### src/rtl/scr1_reset_sequencer.sv
// Multi-domain reset generator: synchronise rst_n, hold, then release domains one at a time.
// Optional macro SCR1_RST_SEQ_ACK_EN gates each release on the previous domain's dom_ack.
module scr1_reset_sequencer #(
    parameter int unsigned N_DOMAINS   = 4,
    parameter int unsigned SYNC_STAGES = 2,
    parameter int unsigned HOLD_CYCLES = 4,
    parameter int unsigned RELEASE_DLY = 3
) (
    input  logic                 clk,
    input  logic                 rst_n,
    input  logic                 test_mode,
    input  logic                 test_rst_n,
    input  logic                 sw_rst_req,
    input  logic [N_DOMAINS-1:0] dom_en,
`ifdef SCR1_RST_SEQ_ACK_EN
    input  logic [N_DOMAINS-1:0] dom_ack,
`endif
    output logic [N_DOMAINS-1:0] rst_n_out,
    output logic [N_DOMAINS-1:0] rst_n_status,
    output logic                 seq_busy,
    output logic                 seq_done
);

    localparam int unsigned MaxCnt = (HOLD_CYCLES > RELEASE_DLY) ? HOLD_CYCLES : RELEASE_DLY;
    localparam int unsigned CntW   = $clog2(MaxCnt + 1);
    localparam int unsigned IdxW   = $clog2(N_DOMAINS + 1);
    localparam logic [CntW-1:0] HoldMax = CntW'(HOLD_CYCLES);
    localparam logic [CntW-1:0] RelMax  = CntW'(RELEASE_DLY);
    localparam logic [CntW-1:0] CntOne  = CntW'(1);

    typedef enum logic [1:0] {
        StHold,
        StRelease,
        StRun
    } state_e;

    logic                   w_rst_mux;
    logic [SYNC_STAGES-1:0] r_sync;
    logic                   w_rst_sync;

    state_e                 r_state;
    logic [CntW-1:0]        r_hold_cnt;
    logic [CntW-1:0]        r_rel_cnt;
    logic [IdxW-1:0]        r_idx;
    logic [N_DOMAINS-1:0]   r_out;
    logic [N_DOMAINS-1:0]   r_status;
    logic                   r_busy;
    logic                   r_done;

    logic                   w_found;
    logic                   w_more;
    logic [IdxW-1:0]        w_next;
    logic [N_DOMAINS-1:0]   w_first_oh;
    logic                   w_hold_exit;
    logic                   w_rel_go;
    logic                   w_rel_end;
    logic [N_DOMAINS-1:0]   w_rel_mask;
    logic                   w_ack_prev_ok;
    logic                   w_ack_all;

    assign w_rst_mux = test_mode ? test_rst_n : rst_n;

    always_ff @(posedge clk or negedge w_rst_mux) begin
        if (!w_rst_mux) begin
            r_sync <= '0;
        end else begin
            r_sync[0] <= 1'b1;
            for (int i = 1; i < SYNC_STAGES; i++) begin
                r_sync[i] <= r_sync[i-1];
            end
        end
    end

    assign w_rst_sync = r_sync[SYNC_STAGES-1];

`ifdef SCR1_RST_SEQ_ACK_EN
    localparam bit AckEn = 1'b1;

    logic [N_DOMAINS-1:0] r_ack_s1;
    logic [N_DOMAINS-1:0] r_ack_s2;
    logic [N_DOMAINS-1:0] r_prev_oh;

    always_ff @(posedge clk or negedge w_rst_mux) begin
        if (!w_rst_mux) begin
            r_ack_s1 <= '0;
            r_ack_s2 <= '0;
        end else begin
            r_ack_s1 <= dom_ack;
            r_ack_s2 <= r_ack_s1;
        end
    end

    // A domain disabled since its release no longer blocks the sequence.
    assign w_ack_prev_ok = ~|(r_prev_oh & dom_en & ~r_ack_s2);
    assign w_ack_all     = &(r_ack_s2 | ~dom_en);
`else
    localparam bit AckEn = 1'b0;

    assign w_ack_prev_ok = 1'b1;
    assign w_ack_all     = 1'b1;
`endif

    // Lowest enabled domain at or above the current index; disabled ones are skipped for free.
    always_comb begin
        w_found    = 1'b0;
        w_more     = 1'b0;
        w_next     = '0;
        w_first_oh = '0;
        for (int i = 0; i < N_DOMAINS; i++) begin
            if (dom_en[i] && (i >= int'(r_idx))) begin
                if (w_found) begin
                    w_more = 1'b1;
                end else begin
                    w_found       = 1'b1;
                    w_next        = IdxW'(i);
                    w_first_oh[i] = 1'b1;
                end
            end
        end
    end

    assign w_hold_exit = (r_state == StHold) && w_rst_sync && (r_hold_cnt == HoldMax);
    assign w_rel_go    = (r_state == StRelease) && w_found && (r_rel_cnt == RelMax) &&
                         w_ack_prev_ok;
    assign w_rel_end   = (r_state == StRelease) && !w_found && w_ack_all;
    assign w_rel_mask  = (w_hold_exit || w_rel_go) ? w_first_oh : '0;

    always_ff @(posedge clk or negedge w_rst_mux) begin
        if (!w_rst_mux) begin
            r_state    <= StHold;
            r_hold_cnt <= '0;
            r_rel_cnt  <= '0;
            r_idx      <= '0;
            r_out      <= '0;
            r_status   <= '0;
            r_busy     <= 1'b1;
            r_done     <= 1'b0;
`ifdef SCR1_RST_SEQ_ACK_EN
            r_prev_oh  <= '0;
`endif
        end else begin
            r_status <= r_out;
            if (sw_rst_req) begin
                // The request edge itself counts as the first hold cycle once sync is out.
                r_state    <= StHold;
                r_hold_cnt <= w_rst_sync ? CntOne : '0;
                r_rel_cnt  <= '0;
                r_idx      <= '0;
                r_out      <= '0;
                r_busy     <= 1'b1;
                r_done     <= 1'b0;
`ifdef SCR1_RST_SEQ_ACK_EN
                r_prev_oh  <= '0;
`endif
            end else begin
                r_out <= (r_out & dom_en) | w_rel_mask;
                case (r_state)
                    StHold: begin
                        if (w_hold_exit) begin
                            r_rel_cnt <= CntOne;
                            r_idx     <= w_next + IdxW'(1);
`ifdef SCR1_RST_SEQ_ACK_EN
                            r_prev_oh <= w_first_oh;
`endif
                            if (w_found && (w_more || AckEn)) begin
                                r_state <= StRelease;
                                r_busy  <= 1'b1;
                                r_done  <= 1'b0;
                            end else begin
                                r_state <= StRun;
                                r_busy  <= 1'b0;
                                r_done  <= 1'b1;
                            end
                        end else if (w_rst_sync && (r_hold_cnt != HoldMax)) begin
                            r_hold_cnt <= r_hold_cnt + CntOne;
                        end
                    end
                    StRelease: begin
                        if (w_rel_go) begin
                            r_rel_cnt <= CntOne;
                            r_idx     <= w_next + IdxW'(1);
`ifdef SCR1_RST_SEQ_ACK_EN
                            r_prev_oh <= w_first_oh;
`endif
                            if (w_more || AckEn) begin
                                r_state <= StRelease;
                                r_busy  <= 1'b1;
                                r_done  <= 1'b0;
                            end else begin
                                r_state <= StRun;
                                r_busy  <= 1'b0;
                                r_done  <= 1'b1;
                            end
                        end else if (w_rel_end) begin
                            r_state <= StRun;
                            r_busy  <= 1'b0;
                            r_done  <= 1'b1;
                        end else if (r_rel_cnt != RelMax) begin
                            r_rel_cnt <= r_rel_cnt + CntOne;
                        end
                    end
                    StRun: begin
                    end
                    default: begin
                        r_state <= StHold;
                        r_busy  <= 1'b1;
                        r_done  <= 1'b0;
                    end
                endcase
            end
        end
    end

    assign rst_n_out    = test_mode ? {N_DOMAINS{test_rst_n}} : r_out;
    assign rst_n_status = r_status;
    assign seq_busy     = r_busy;
    assign seq_done     = r_done;

endmodule
### config.mk
export PLATFORM = sky130hd
export DESIGN_NAME = scr1_reset_sequencer
export DESIGN_NICKNAME = d
export VERILOG_FILES = /design/src/rtl/scr1_reset_sequencer.sv
export SDC_FILE = /design/constraint.sdc
export NUM_CORES = 1
export LEC_CHECK = 0
export ABC_AREA = 1
export CAP_MARGIN = 20
export CELL_PAD_IN_SITES_DETAIL_PLACEMENT = 0
export CELL_PAD_IN_SITES_GLOBAL_PLACEMENT = 1
export CORE_ASPECT_RATIO = 0.8
export CORE_MARGIN = 5
export CORE_UTILIZATION = 41
export DETAILED_ROUTE_END_ITERATION = 8
export PLACE_DENSITY = 0.88
export SLEW_MARGIN = 20
export SYNTH_ARGS = -nofsm -noshare
export SYNTH_HDL_FRONTEND = slang
export SYNTH_SLANG_ARGS = --single-unit
### constraint.sdc
create_clock -name clk -period 4.5 [get_ports clk]
set_input_delay 0.9 -clock clk [delete_from_list [all_inputs] [get_ports clk]]
set_output_delay 0.9 -clock clk [all_outputs]
set_load 0.1 [all_outputs]
==> results.md, run 1 <==
- The number of filler instances in the final layout is 280.
- For hold timing, the worst endpoint is r_sync[1].
- Buffers inserted to repair hold after CTS numbered 0.
- Static timing analysis puts the maximum clock frequency at 0.3408 GHz.
- The endpoint required time on the critical path is 3.60 ns.
- TritonCTS built the clock tree.
- For this run the aggregate overflow at the end of global routing stands at 0.
- The count of clock tree sinks is 22.
- Entering global routing, the biggest net connects 13 pins.
- The aggregate global-route resource usage is 12.84%.
- The number of nets in the layout is 192.
- The synthesis-stage register bit count is 22.
- Setup violations remaining at the end of the flow were counted as 0.
- The maximum fanout count along the critical path is 6.
- The slowest stage cell on the critical path is sky130_fd_sc_hd__clkdlybuf4s50_1.
- In this run the tightest slew margin relative to its limit is 34.80%.
- The worst-case IR drop observed on VDD is 0.0003477 V.
- The number of buffers inserted by port buffering is 18.
- Setup repair after global routing left no endpoint under its margin.
- Once placement completed, the tool counted placed cells totaling 212.
- The average instance in the mapped netlist occupies 7.884 sq um.
- The number of max-cap violations is 0.
- Once detail routing completed, the nets flagged for antenna violations numbered 0.
- The number of top-level design ports is 19.
- The cell count of the worst reg-to-reg path is 8.
- The final-layout setup total negative slack is 0 ns.
- The leakage component of the power is 0.0007417 uW.
- The worst setup path is launched from an input port.
- The most common cell after layout, fill and taps aside is sky130_fd_sc_hd__nand2_1.
- The initial detailed-routing violation count is 51.
- In this run the critical register-to-register path is launched from r_idx[2].
- Summing over every cut layer, the via total after detailed routing is 1012.
- Data on the critical path arrives at its endpoint at 2.03 ns.
- The horizontal die dimension is 71.24 um.
- The routed design could run at a clock period as short as 2.934 ns.
- Power comes to 767.2 uW.
- The worst hold path passes through 0 cells.
- Walking the worst path, the cells encountered are clkdlybuf4s50_1, nand2_1, o21ai_0, buf_4.
- The root buffer cell is sky130_fd_sc_hd__clkbuf_8.
- Using the TritonRoute via totals, the vias-per-cell ratio works out to 4.685.
- The overall die area is 4202 sq um.
- The endpoint kind of the worst setup timing path is a primary output.
- Relative to the synthesized area, the layout overhead comes to 22.79%.
- The clock passes through at most 2 buffers.
- The number of endpoints with negative hold slack in the final report is 0.
- The instance count of the mapped netlist is 156.
- The transition time at the pin with the least slew margin is 0.9749 ns.
- The final cycle utilization of the critical path is 65.21%.
- The non-filler instance count after layout is 216.
- The type of the worst min-delay path is register to register.
- The mapped netlist covers 1230 sq um.
- Global routing consumed, on the met2 layer, 23.17% of the routing resources.
- The clock arrives with 0.002712 ns of skew.
- Global routing used 4.068% of the available met3 tracks.
- The floorplan die height is 58.99 um.
- Leaving out fill and tap cells, the most frequent cells in the layout are sky130_fd_sc_hd__nand2_1, sky130_fd_sc_hd__dfrtp_1, sky130_fd_sc_hd__inv_1, sky130_fd_sc_hd__clkdlybuf4s50_1, sky130_fd_sc_hd__nor2_1.
- The startpoint of the tightest hold check path is r_sync[0].
- After synthesis, the netlist uses 23 different library cells.
- The endpoint identified for the worst register-to-register timing path is r_idx[1].
- The run finished with clean final reports.
- The insertion delay to the later sink of the worst-skew pair is 0.26 ns.
- The max-slew violation count is 0.
- In the final layout, the share of cells above drive strength 1 is 17.98%.
- Counting the buffers created by CTS gives 3.
- The met1 track utilization from global routing is 15.16%.
- Clock-pin slew was measured on the worst setup and hold paths at 0.07 ns.
- Row generation in the floorplan step produced 17 rows.
- The number of global-route vias before repair is 986.
- In the final layout, the multi-input gates occupy 588.1 sq um.
- The sequential cell area is 551.8 sq um.
- The proportion of synthesized chip area in sequential cells is 44.86%.
- The initial utilization of the core area, before any placement, comes to 43.81%.
- The number of diodes is 0.
- The largest single stage delay on the critical path is 0.56 ns.
- After clock tree synthesis, the repair step resized 0 gates.
- The count of warnings emitted by yosys is 0.
- The first-pass iteration count of the detailed router is 4.
- The floorplan core area is 2808 sq um.
- The type of the setup path with the least slack is input port to primary output.
- The layer with the highest usage is met2.
- The average wire length per cell after detail routing is 11.06 um.
- For this run, design rule violations remaining after detail routing come to 0.
- CTS built an H-tree with a depth of 1.
- The global-route wire length before repair is 4278 um.
- Summed over all layers, the routed wires come to 2390 um.
- After legalization and detailed placement, the total HPWL measured 2012 um.
- The reg-to-reg setup timing slack is 2.90 ns.
- The net count after synthesis is 169.
- The number of antenna violations at the first check in global routing came to 0.
- Dividing total power by cell area gives a power density of 508.0 nW/um^2.
- The number of setup buffers added after CTS is 0.
- The global placement routability congestion is 0.8242.
[kinds of logic after synthesis]
logic type	after synthesis	share of synthesized area [%]
buffers and inverters	23	7.630
DFF	22	44.86
other	1	0.3049
adders and majority gates	4	4.069
and+or+nand+nor	83	32.25
AOI/OAI and AO/OA	23	10.89
[stage by stage]
stage | setup slack, ns | utilization [%] | instance area (sq um) | hold WS, ns
after floorplan | 0.5867 | - | 1230 | 0.3312
after global placement | 1.625 | 51.29 | 1440 | 0.3408
after detailed placement | 1.559 | 51.83 | 1455 | 0.3556
after CTS | 1.557 | 53.79 | 1510 | 0.3744
after global routing | 1.480 | 53.79 | 1510 | 0.3889
final | 1.566 | 53.79 | 1510 | 0.3683
[flip-flops by register name (all words and copies together), names as in the netlist]
register      cells
r_hold_cnt        3
rst_n_status      4
r_out             4
r_rel_cnt         3
r_idx             3
r_sync            2
seq_busy          1
r_state           2
[cell usage after synthesis]
master	number	share of area [%]
sky130_fd_sc_hd__nand2_1	47	14
sky130_fd_sc_hd__dfrtp_1	21	43
sky130_fd_sc_hd__inv_1	19	5.8
sky130_fd_sc_hd__nor2_1	12	3.7
sky130_fd_sc_hd__o21ai_0	9	3.7
sky130_fd_sc_hd__a21oi_1	7	2.8
sky130_fd_sc_hd__nand3_1	7	2.8
sky130_fd_sc_hd__nand2_2	6	3.1
sky130_fd_sc_hd__ha_1	4	4.1
sky130_fd_sc_hd__nor2_2	4	2.0
sky130_fd_sc_hd__o21ai_1	4	1.6
sky130_fd_sc_hd__inv_2	3	0.92
sky130_fd_sc_hd__nand3_2	2	1.6
sky130_fd_sc_hd__nand3b_1	2	1.2
sky130_fd_sc_hd__a21oi_2	1	0.71
sky130_fd_sc_hd__a21oi_4	1	1.3
sky130_fd_sc_hd__buf_6	1	0.92
sky130_fd_sc_hd__conb_1	1	0.30
sky130_fd_sc_hd__dfstp_2	1	2.1
sky130_fd_sc_hd__nand4_4	1	1.7
sky130_fd_sc_hd__nor2_4	1	0.92
sky130_fd_sc_hd__nor3_2	1	0.81
sky130_fd_sc_hd__o21ai_2	1	0.71
[power by group]
| group | internal [uW] | switching, uW | leakage (uW) |
|---|---|---|---|
| Clock | 77.8 | 59.8 | 0.0000288 |
| Combinational | 113 | 238 | 0.000422 |
| Sequential | 237 | 41.9 | 0.000291 |
[area by class of cell]
| class | instances | area share [%] |
|---|---|---|
| clock buffer | 4 | 3.645 |
| sequential | 22 | 36.54 |
| inverter | 22 | 5.468 |
| tap | 38 | 3.148 |
| timing repair buffer | 19 | 12.26 |
| multi-input combinational | 111 | 38.94 |
[worst max-delay path by stage]
stage | cells past startpoint | to | startpoint | slack (ns)
after global routing | 4 | rst_n_out[3] | test_mode | 1.48
after detailed placement | 4 | rst_n_out[3] | test_mode | 1.56
after CTS | 4 | rst_n_out[0] | test_mode | 1.56
final | 4 | rst_n_out[0] | test_mode | 1.57
after global placement | 4 | rst_n_out[2] | test_mode | 1.63
after floorplan | 1 | rst_n_out[0] | test_mode | 0.59
[critical path, delay by kind of cell]
kind | cells | cell delay (ns)
buf+inv | 2 | 0.88
simple gates | 1 | 0.14
compound gates | 1 | 0.11
[per-layer routing]
layer	vias to the layer above	share of wire, %
li1	532	-
met5	-	0
met3	2	4.0
met4	0	0.50
met2	13	51
met1	465	44
Power figures use the tool's default switching activity.
==> run 2: changes to the inputs <==
Settings changed: CORE_UTILIZATION 41 to 38, PLACE_DENSITY 0.88 to 0.83.
Clock period 4.5 ns to 2.8 ns, I/O delays scaled along.
==> run 2 against run 1 <==
  * Final cell count up 0.93%
  * Via count down 1.4%
  * Sequential cell count unchanged
  * Design area up 2.0%
  * Sequential power up 61%
  * Clock power up 61%
  * Clock skew about the same
  * Worst hold slack worse by 0.0015 ns
  * Critical path depth unchanged
  * Critical path type unchanged
  * Critical endpoint is now rst_n_out[1]
  * Largest cell class unchanged
==> results.md, run 2 (synthesis results as in run 1) <==
- The average wire length per cell after detail routing is 11.48 um (+3.7%).
- The number of rows created at floorplan came to 18 (+1).
- The cell count of the worst reg-to-reg path is 8 (unchanged).
- The ratio of cells with drive above 1 in the final layout came to 21.35% (+3.4 points).
- The finished layout cell area is 1540 sq um (+2.0%).
- The number of nets in the layout is 192 (unchanged).
- The sequential cell area is 551.8 sq um (unchanged).
- The area of placed instances was 1485 sq um (+2.1%).
- The number of diodes is 0 (unchanged).
- met2 is the most crowded layer.
- The worst path setup slack after routing is 0.5301 ns (-1.036 ns).
- The post-cts gate resize count is 0 (unchanged).
- STA classifies the critical path startpoint as an input port.
- The count of cells along the worst hold path is 0 (unchanged).
- The startpoint of the tightest hold check path is r_sync[0].
- For hold timing, the worst endpoint is r_sync[1].
- The upper clock frequency limit is 0.4405 GHz.
- The worst clock skew is 0.002654 ns (-0.00005795 ns).
- The total global routing overflow is 0 (unchanged).
- The launching point of the worst reg2reg path is r_idx[2].
- Clock tree synthesis selected as its root buffer the cell sky130_fd_sc_hd__clkbuf_8.
- The data arrival time of the worst path is 1.71 ns (-0.32 ns).
- The global-route wire length before repair is 4491 um (+5.0%).
- The endpoint required time on the critical path is 2.24 ns (-1.36 ns).
- The global placement routability congestion was 0.8176 (-0.80%).
- The slowest stage cell on the critical path is sky130_fd_sc_hd__clkdlybuf4s50_1.
- The relative area change from synthesis to final layout is 25.23%.
- The number of max-cap violations is 0 (unchanged).
- The starting utilization of the core area is 39.57% (-4.2 points).
- The number of antenna violations at the first check in global routing is 0 (unchanged).
- The number of CTS-inserted buffers is 3 (unchanged).
- The routing usage on met2 is 23.36% (+0.19 points).
- The floorplan core area is 3108 sq um (+11%).
- The worst hold slack is 0.3668 ns (-0.001471 ns).
- The critical path is of the input port to primary output type.
- The met1 track utilization from global routing was 16.24% (+1.1 points).
- The reg-to-reg setup timing slack is 1.20 ns (-1.70 ns).
- In this run the critical register-to-register path is captured at r_idx[1].
- The area taken by multi-input logic gates is 588.1 sq um (unchanged).
- The number of global-route vias before repair came to 976 (-1.0%).
- Walking the worst path, the cells encountered are clkdlybuf4s50_1, nand2_1, o21ai_1, buf_12.
- The aggregate global-route resource usage came to 13.22% (+0.38 points).
- The number of vias in the routed layout is 998 (-1.4%).
- The number of buffers inserted by port buffering came to 18 (unchanged).
- The number of filler instances in the final layout is 310 (+11%).
- The remaining number of nets flagged by the antenna check after routing is 0 (unchanged).
- The initial detailed-routing violation count is 56 (+9.8%).
- The total of endpoints with negative setup slack in the final report was 0 (unchanged).
- The clock transition time at the flip-flop clock pins of the worst setup and hold paths is 0.08 ns (about the same).
- The final-layout setup total negative slack is 0 ns (unchanged).
- In the layout the commonest cells are sky130_fd_sc_hd__nand2_1, sky130_fd_sc_hd__dfrtp_1, sky130_fd_sc_hd__inv_1, sky130_fd_sc_hd__nor2_1.
- The minimum setup slack after placement came to 0.5339 ns (-1.025 ns).
- The leakage component of the power is 0.0007640 uW (+3.0%).
- The post-detailed-route via-to-cell ratio is 4.578 (-2.3%).
- The type of the worst min-delay path is register to register.
- Setup repair after global routing left no endpoint under its margin.
- The maximum fanout count along the critical path is 6 (unchanged).
- The maximum clock insertion buffer count was 2 (unchanged).
- The count of clock tree sinks came to 22 (unchanged).
- The max-slew violation count is 0 (unchanged).
- The total setup buffers inserted after CTS came to 0 (unchanged).
- The maximum cell stage delay along the critical path is 0.59 ns (+0.03 ns).
- The met3 capacity usage during global routing was 3.974% (-0.094 points).
- Grouping stages by cell kind, the critical path spends the most delay in buffers and inverters.
- The final critical delay including setup and external delays is 2.270 ns.
- The number of design rule violations left after detail routing is 0 (unchanged).
- The first-pass iteration count of the detailed router was 4 (unchanged).
- The worst setup path is captured at a primary output.
- The number of buffers added to fix hold violations after cts is 0 (unchanged).
- The peak supply drop came to 0.0003985 V (+15%).
- The non-filler instance count after layout is 218 (+0.93%).
- The total power density per cell area came to 804.3 nW/um^2 (+58%).
- TritonCTS built the clock tree.
- The floorplan die height is 60.89 um (+3.2%).
- The flow ran to the end, and the final reports show no timing, DRC or antenna violations.
- The placed wire-length estimate after detailed placement is 2051 um (+1.9%).
- The final wirelength was 2502 um (+4.7%).
- The final cycle utilization of the critical path is 81.07%.
- The cell count after placement is 214 (+0.94%).
- The largest net degree at the start of global routing is 23 (+10).
- Leaving out fill and tap cells, the most frequent cell in the layout is sky130_fd_sc_hd__nand2_1.
- The horizontal die dimension came to 73.61 um (+3.3%).
- The H-tree depth reported by CTS was 1 (unchanged).
- The number of endpoints with negative hold slack in the final report is 0 (unchanged).
- The number of buffer and inverter stages on the critical path is 2 (unchanged).
- The number of top-level design ports was 19 (unchanged).
- The overall die area is 4481 sq um (+6.6%).
- The insertion delay to the later sink of the worst-skew pair was 0.26 ns (about the same).
-- run 2: cell types whose count changed in the layout (fill, tap and decap cells not counted), sizes merged --
cell	change
clkdlybuf4s50	-6
buf	+6
-- run 2: power by group --
| part | switching (uW) | leakage [uW] | internal, uW | total, uW |
|---|---|---|---|---|
| clock network | 97.3 | 0.0000288 | 125 | 222 |
| logic | 385 | 0.000444 | 182 | 567 |
| registers | 67.9 | 0.000291 | 381 | 449 |
| total | 551 | 0.000764 | 688 | 1240 |
-- run 2: cell type report --
class	instances	share of cell area [%]
well taps	40	3.249
flip-flops and latches	22	35.82
multi-input cells	111	38.18
inverters	22	5.361
clock buffers	4	3.574
repair buffers	19	13.81
-- run 2: metrics by stage --
stage | power [uW] | util [%]
after floorplan | 901.4 | -
after global placement | 1009 | 47.79
after detailed placement | 1026 | 47.79
after CTS | 1253 | 49.56
after global routing | 1346 | 49.56
final | 1239 | 49.56
-- run 2: how the worst max path moves through the flow --
stage	start	end	slack, ns	cells past startpoint
3_5_place_dp	test_mode	rst_n_out[1]	0.53	4
4_1_cts	test_mode	rst_n_out[1]	0.53	4
2_1_floorplan	rst_n	r_hold_cnt[0]	0.15	2
5_1_grt	test_mode	rst_n_out[3]	0.47	4
3_3_place_gp	test_mode	rst_n_out[0]	0.60	4
6_report	test_mode	rst_n_out[1]	0.53	4
-- run 2: worst reg2reg max path: cells and delay by family, from the launching register on --
family,cells,cell delay (ns)
simple gates,7,0.79
flops,1,0.41
fa+ha+maj,1,0.29
-- run 2: routing by layer --
layer | routed length [um] | vias to the layer above
met3 | 85 | 2
met2 | 1235 | 13
met1 | 1163 | 456
li1 | - | 527
met4 | 17 | 0
met5 | 0 | -
==> run 3: changes to the inputs <==
Settings changed: CORE_UTILIZATION 38 to 35, PLACE_DENSITY 0.83 to 0.8.
Clock period 2.8 ns to 1.9 ns, I/O delays scaled along.
==> run 3 against run 2 <==
  * Design area increased by 6.8%
  * Critical endpoint is now rst_n_out[0]
  * Largest cell class unchanged
  * Clock skew increased by 0.0039 ns
  * Clock power increased by 100%
  * Highest routed layer unchanged
  * Register-to-register slack got worse by 0.84 ns
  * Routed wire length increased by 5.5%
  * Worst setup slack got worse by 0.44 ns
  * Final cell count increased by 3.2%
  * Non-clock buffer count increased by 5
  * Core utilization decreased by 1.2 points
  * Combinational power increased by 63%
==> results.md, run 3 (synthesis results as in run 1) <==
- The maximum fanout count along the critical path is 5 (-1).
- The number of CTS-inserted buffers is 3 (unchanged).
- The number of max-cap violations is 0 (unchanged).
- The clock transition time at the flip-flop clock pins of the worst setup and hold paths came to 0.08 ns (about the same).
- The initial detailed-routing violation count is 33 (-41%).
- The endpoint kind of the worst setup timing path is a primary output.
- The aggregate global-route resource usage is 12.20% (-1.0 points).
- The H-tree depth reported by CTS is 1 (unchanged).
- The global-route wire length before repair is 4823 um (+7.4%).
- The area growth from synthesis to layout is 33.77%.
- The sequential cell area is 551.8 sq um (unchanged).
- The average wire length per cell after detail routing was 11.73 um (+2.2%).
- The number of diodes is 0 (unchanged).
- The area taken by multi-input logic gates is 599.3 sq um (+1.9%).
- The number of top-level design ports is 19 (unchanged).
- The number of rows created at floorplan is 19 (+1).
- The area of placed instances came to 1574 sq um (+6.0%).
- Leaving out fill and tap cells, the most frequent cell in the layout is sky130_fd_sc_hd__nand2_1.
- Setup repair after global routing left no endpoint under its margin.
- The number of nets in the layout is 197 (+2.6%).
- The total power density per cell area is 1241 nW/um^2 (+54%).
- The path class of the tightest hold or removal check is register to register.
- The maximum cell stage delay along the critical path was 0.48 ns (-0.11 ns).
- The max-slew violation count is 0 (unchanged).
- The count of clock tree sinks was 22 (unchanged).
- The run finished with clean final reports.
- The setup path with the least slack is of type input port to primary output.
- After layout, the worst path uses 95.30% of the clock period.
- The number of buffer and inverter stages on the critical path was 2 (unchanged).
- The number of antenna violations at the first check in global routing is 0 (unchanged).
- The leakage component of the power is 0.0008127 uW (+6.4%).
- The kind of cell with the highest combined delay on the critical path is buffers and inverters.
- The upper clock frequency limit is 0.5523 GHz.
- The remaining number of nets flagged by the antenna check after routing came to 0 (unchanged).
- The post-detailed-route via-to-cell ratio is 4.773 (+4.3%).
- The peak supply drop is 0.0009379 V (+140%).
- The post-cts gate resize count is 0 (unchanged).
- The number of design rule violations left after detail routing is 0 (unchanged).
- The data arrival time of the worst path was 1.43 ns (-0.28 ns).
- The largest net degree at the start of global routing came to 23 (unchanged).
- The starting utilization of the core area is 36.18% (-3.4 points).
- The routed design could run at a clock period as short as 1.811 ns.
- The floorplan die height is 63.02 um (+3.5%).
- The total of endpoints with negative setup slack in the final report is 0 (unchanged).
- TritonCTS built the clock tree.
- The number of global-route vias before repair is 1157 (+19%).
- The placed wire-length estimate after detailed placement is 2073 um (+1.1%).
- The number of buffers inserted by port buffering was 18 (unchanged).
- The total design power is 2041 uW (+65%).
- The maximum clock insertion buffer count is 2 (unchanged).
- The type of origin of the critical path is an input port.
- The floorplan core area is 3400 sq um (+9.4%).
- The cell sitting at the root of the clock tree is a sky130_fd_sc_hd__clkbuf_8.
- The overall die area is 4807 sq um (+7.3%).
- The ratio of cells with drive above 1 in the final layout was 25.14% (+3.8 points).
- The first-pass iteration count of the detailed router is 4 (unchanged).
- The slowest stage cell on the critical path is sky130_fd_sc_hd__clkdlybuf4s50_1.
- The total setup buffers inserted after CTS is 0 (unchanged).
- The horizontal die dimension was 76.28 um (+3.6%).
- The insertion delay to the later sink of the worst-skew pair is 0.27 ns (about the same).
- Traced cell by cell, the critical path runs through clkdlybuf4s50_1, nand2_1, o21ai_1, buf_12.
- The finished layout cell area is 1645 sq um (+6.8%).
- The total global routing overflow is 0 (unchanged).
- The global placement routability congestion is 0.9253 (+13%).
- The worst clock skew is 0.006565 ns (+0.003911 ns).
- In the layout the commonest cells are sky130_fd_sc_hd__nand2_1, sky130_fd_sc_hd__dfrtp_1, sky130_fd_sc_hd__inv_1, sky130_fd_sc_hd__nor2_1, sky130_fd_sc_hd__buf_4.
- The number of endpoints with negative hold slack in the final report is 0 (unchanged).
- The final wirelength is 2640 um (+5.5%).
- The number of buffers added to fix hold violations after cts is 0 (unchanged).
- The number of filler instances in the final layout was 325 (+4.8%).
- The core occupancy in the finished layout was 48.40% (-1.2 points).
- The endpoint required time on the critical path is 1.52 ns (-0.72 ns).
- The number of vias in the routed layout is 1074 (+7.6%).
run 3: changes by cell type in the layout (fill, tap and decap cells not counted):
| cell | delta |
|---|---|
| sky130_fd_sc_hd__o21ai_1 | -3 |
| sky130_fd_sc_hd__clkbuf_8 | -1 |
| sky130_fd_sc_hd__buf_4 | +2 |
| sky130_fd_sc_hd__buf_12 | +3 |
| sky130_fd_sc_hd__o21ai_2 | +3 |
| sky130_fd_sc_hd__bufinv_16 | +1 |
run 3: final cells by class:
type	instances	share of cell area, %
clock buffers	3	2.510
clock inverters	1	1.825
inverters	22	5.019
multi-input cells	111	36.43
flip-flops and latches	22	33.54
well taps	42	3.194
repair buffers	24	17.49
run 3: stage by stage:
stage	TNS, ns	setup WS [ns]	instances	hold WS, ns
after floorplan	-0.2104	-0.2104	156	0.3312
after global placement	0	0.07709	221	0.3364
after detailed placement	0	0.04540	221	0.3426
after CTS	0	0.07364	225	0.3660
after global routing	0	0.02107	225	0.3791
final	0	0.08925	225	0.3642
run 3: routing by layer:
metal  part of all wire (%)  track usage (%)  wire, um
met4                    1.5            3.930        39
met3                    6.7            5.187       177
met1                     44            12.81      1162
met5                      0                0         0
met2                     48            21.90      1261
run 3: power breakdown:
group / internal [uW] / total (uW) / switching (uW)
clock network: 282 / 444 / 163
registers: 562 / 673 / 110
logic: 344 / 924 / 581
run 3: final timing paths:
path	from	endpoint	slack, ns	cells past startpoint
max	test_mode	rst_n_out[0]	0.09	4
min	r_sync[0]	r_sync[1]	0.36	0
max reg2reg	r_idx[2]	r_idx[1]	0.36	7
min reg2reg	r_sync[0]	r_sync[1]	0.36	0
max in group asynchronous	test_mode	seq_busy	0.94	4
min in group asynchronous	rst_n	rst_n_status[1]	0.60	4
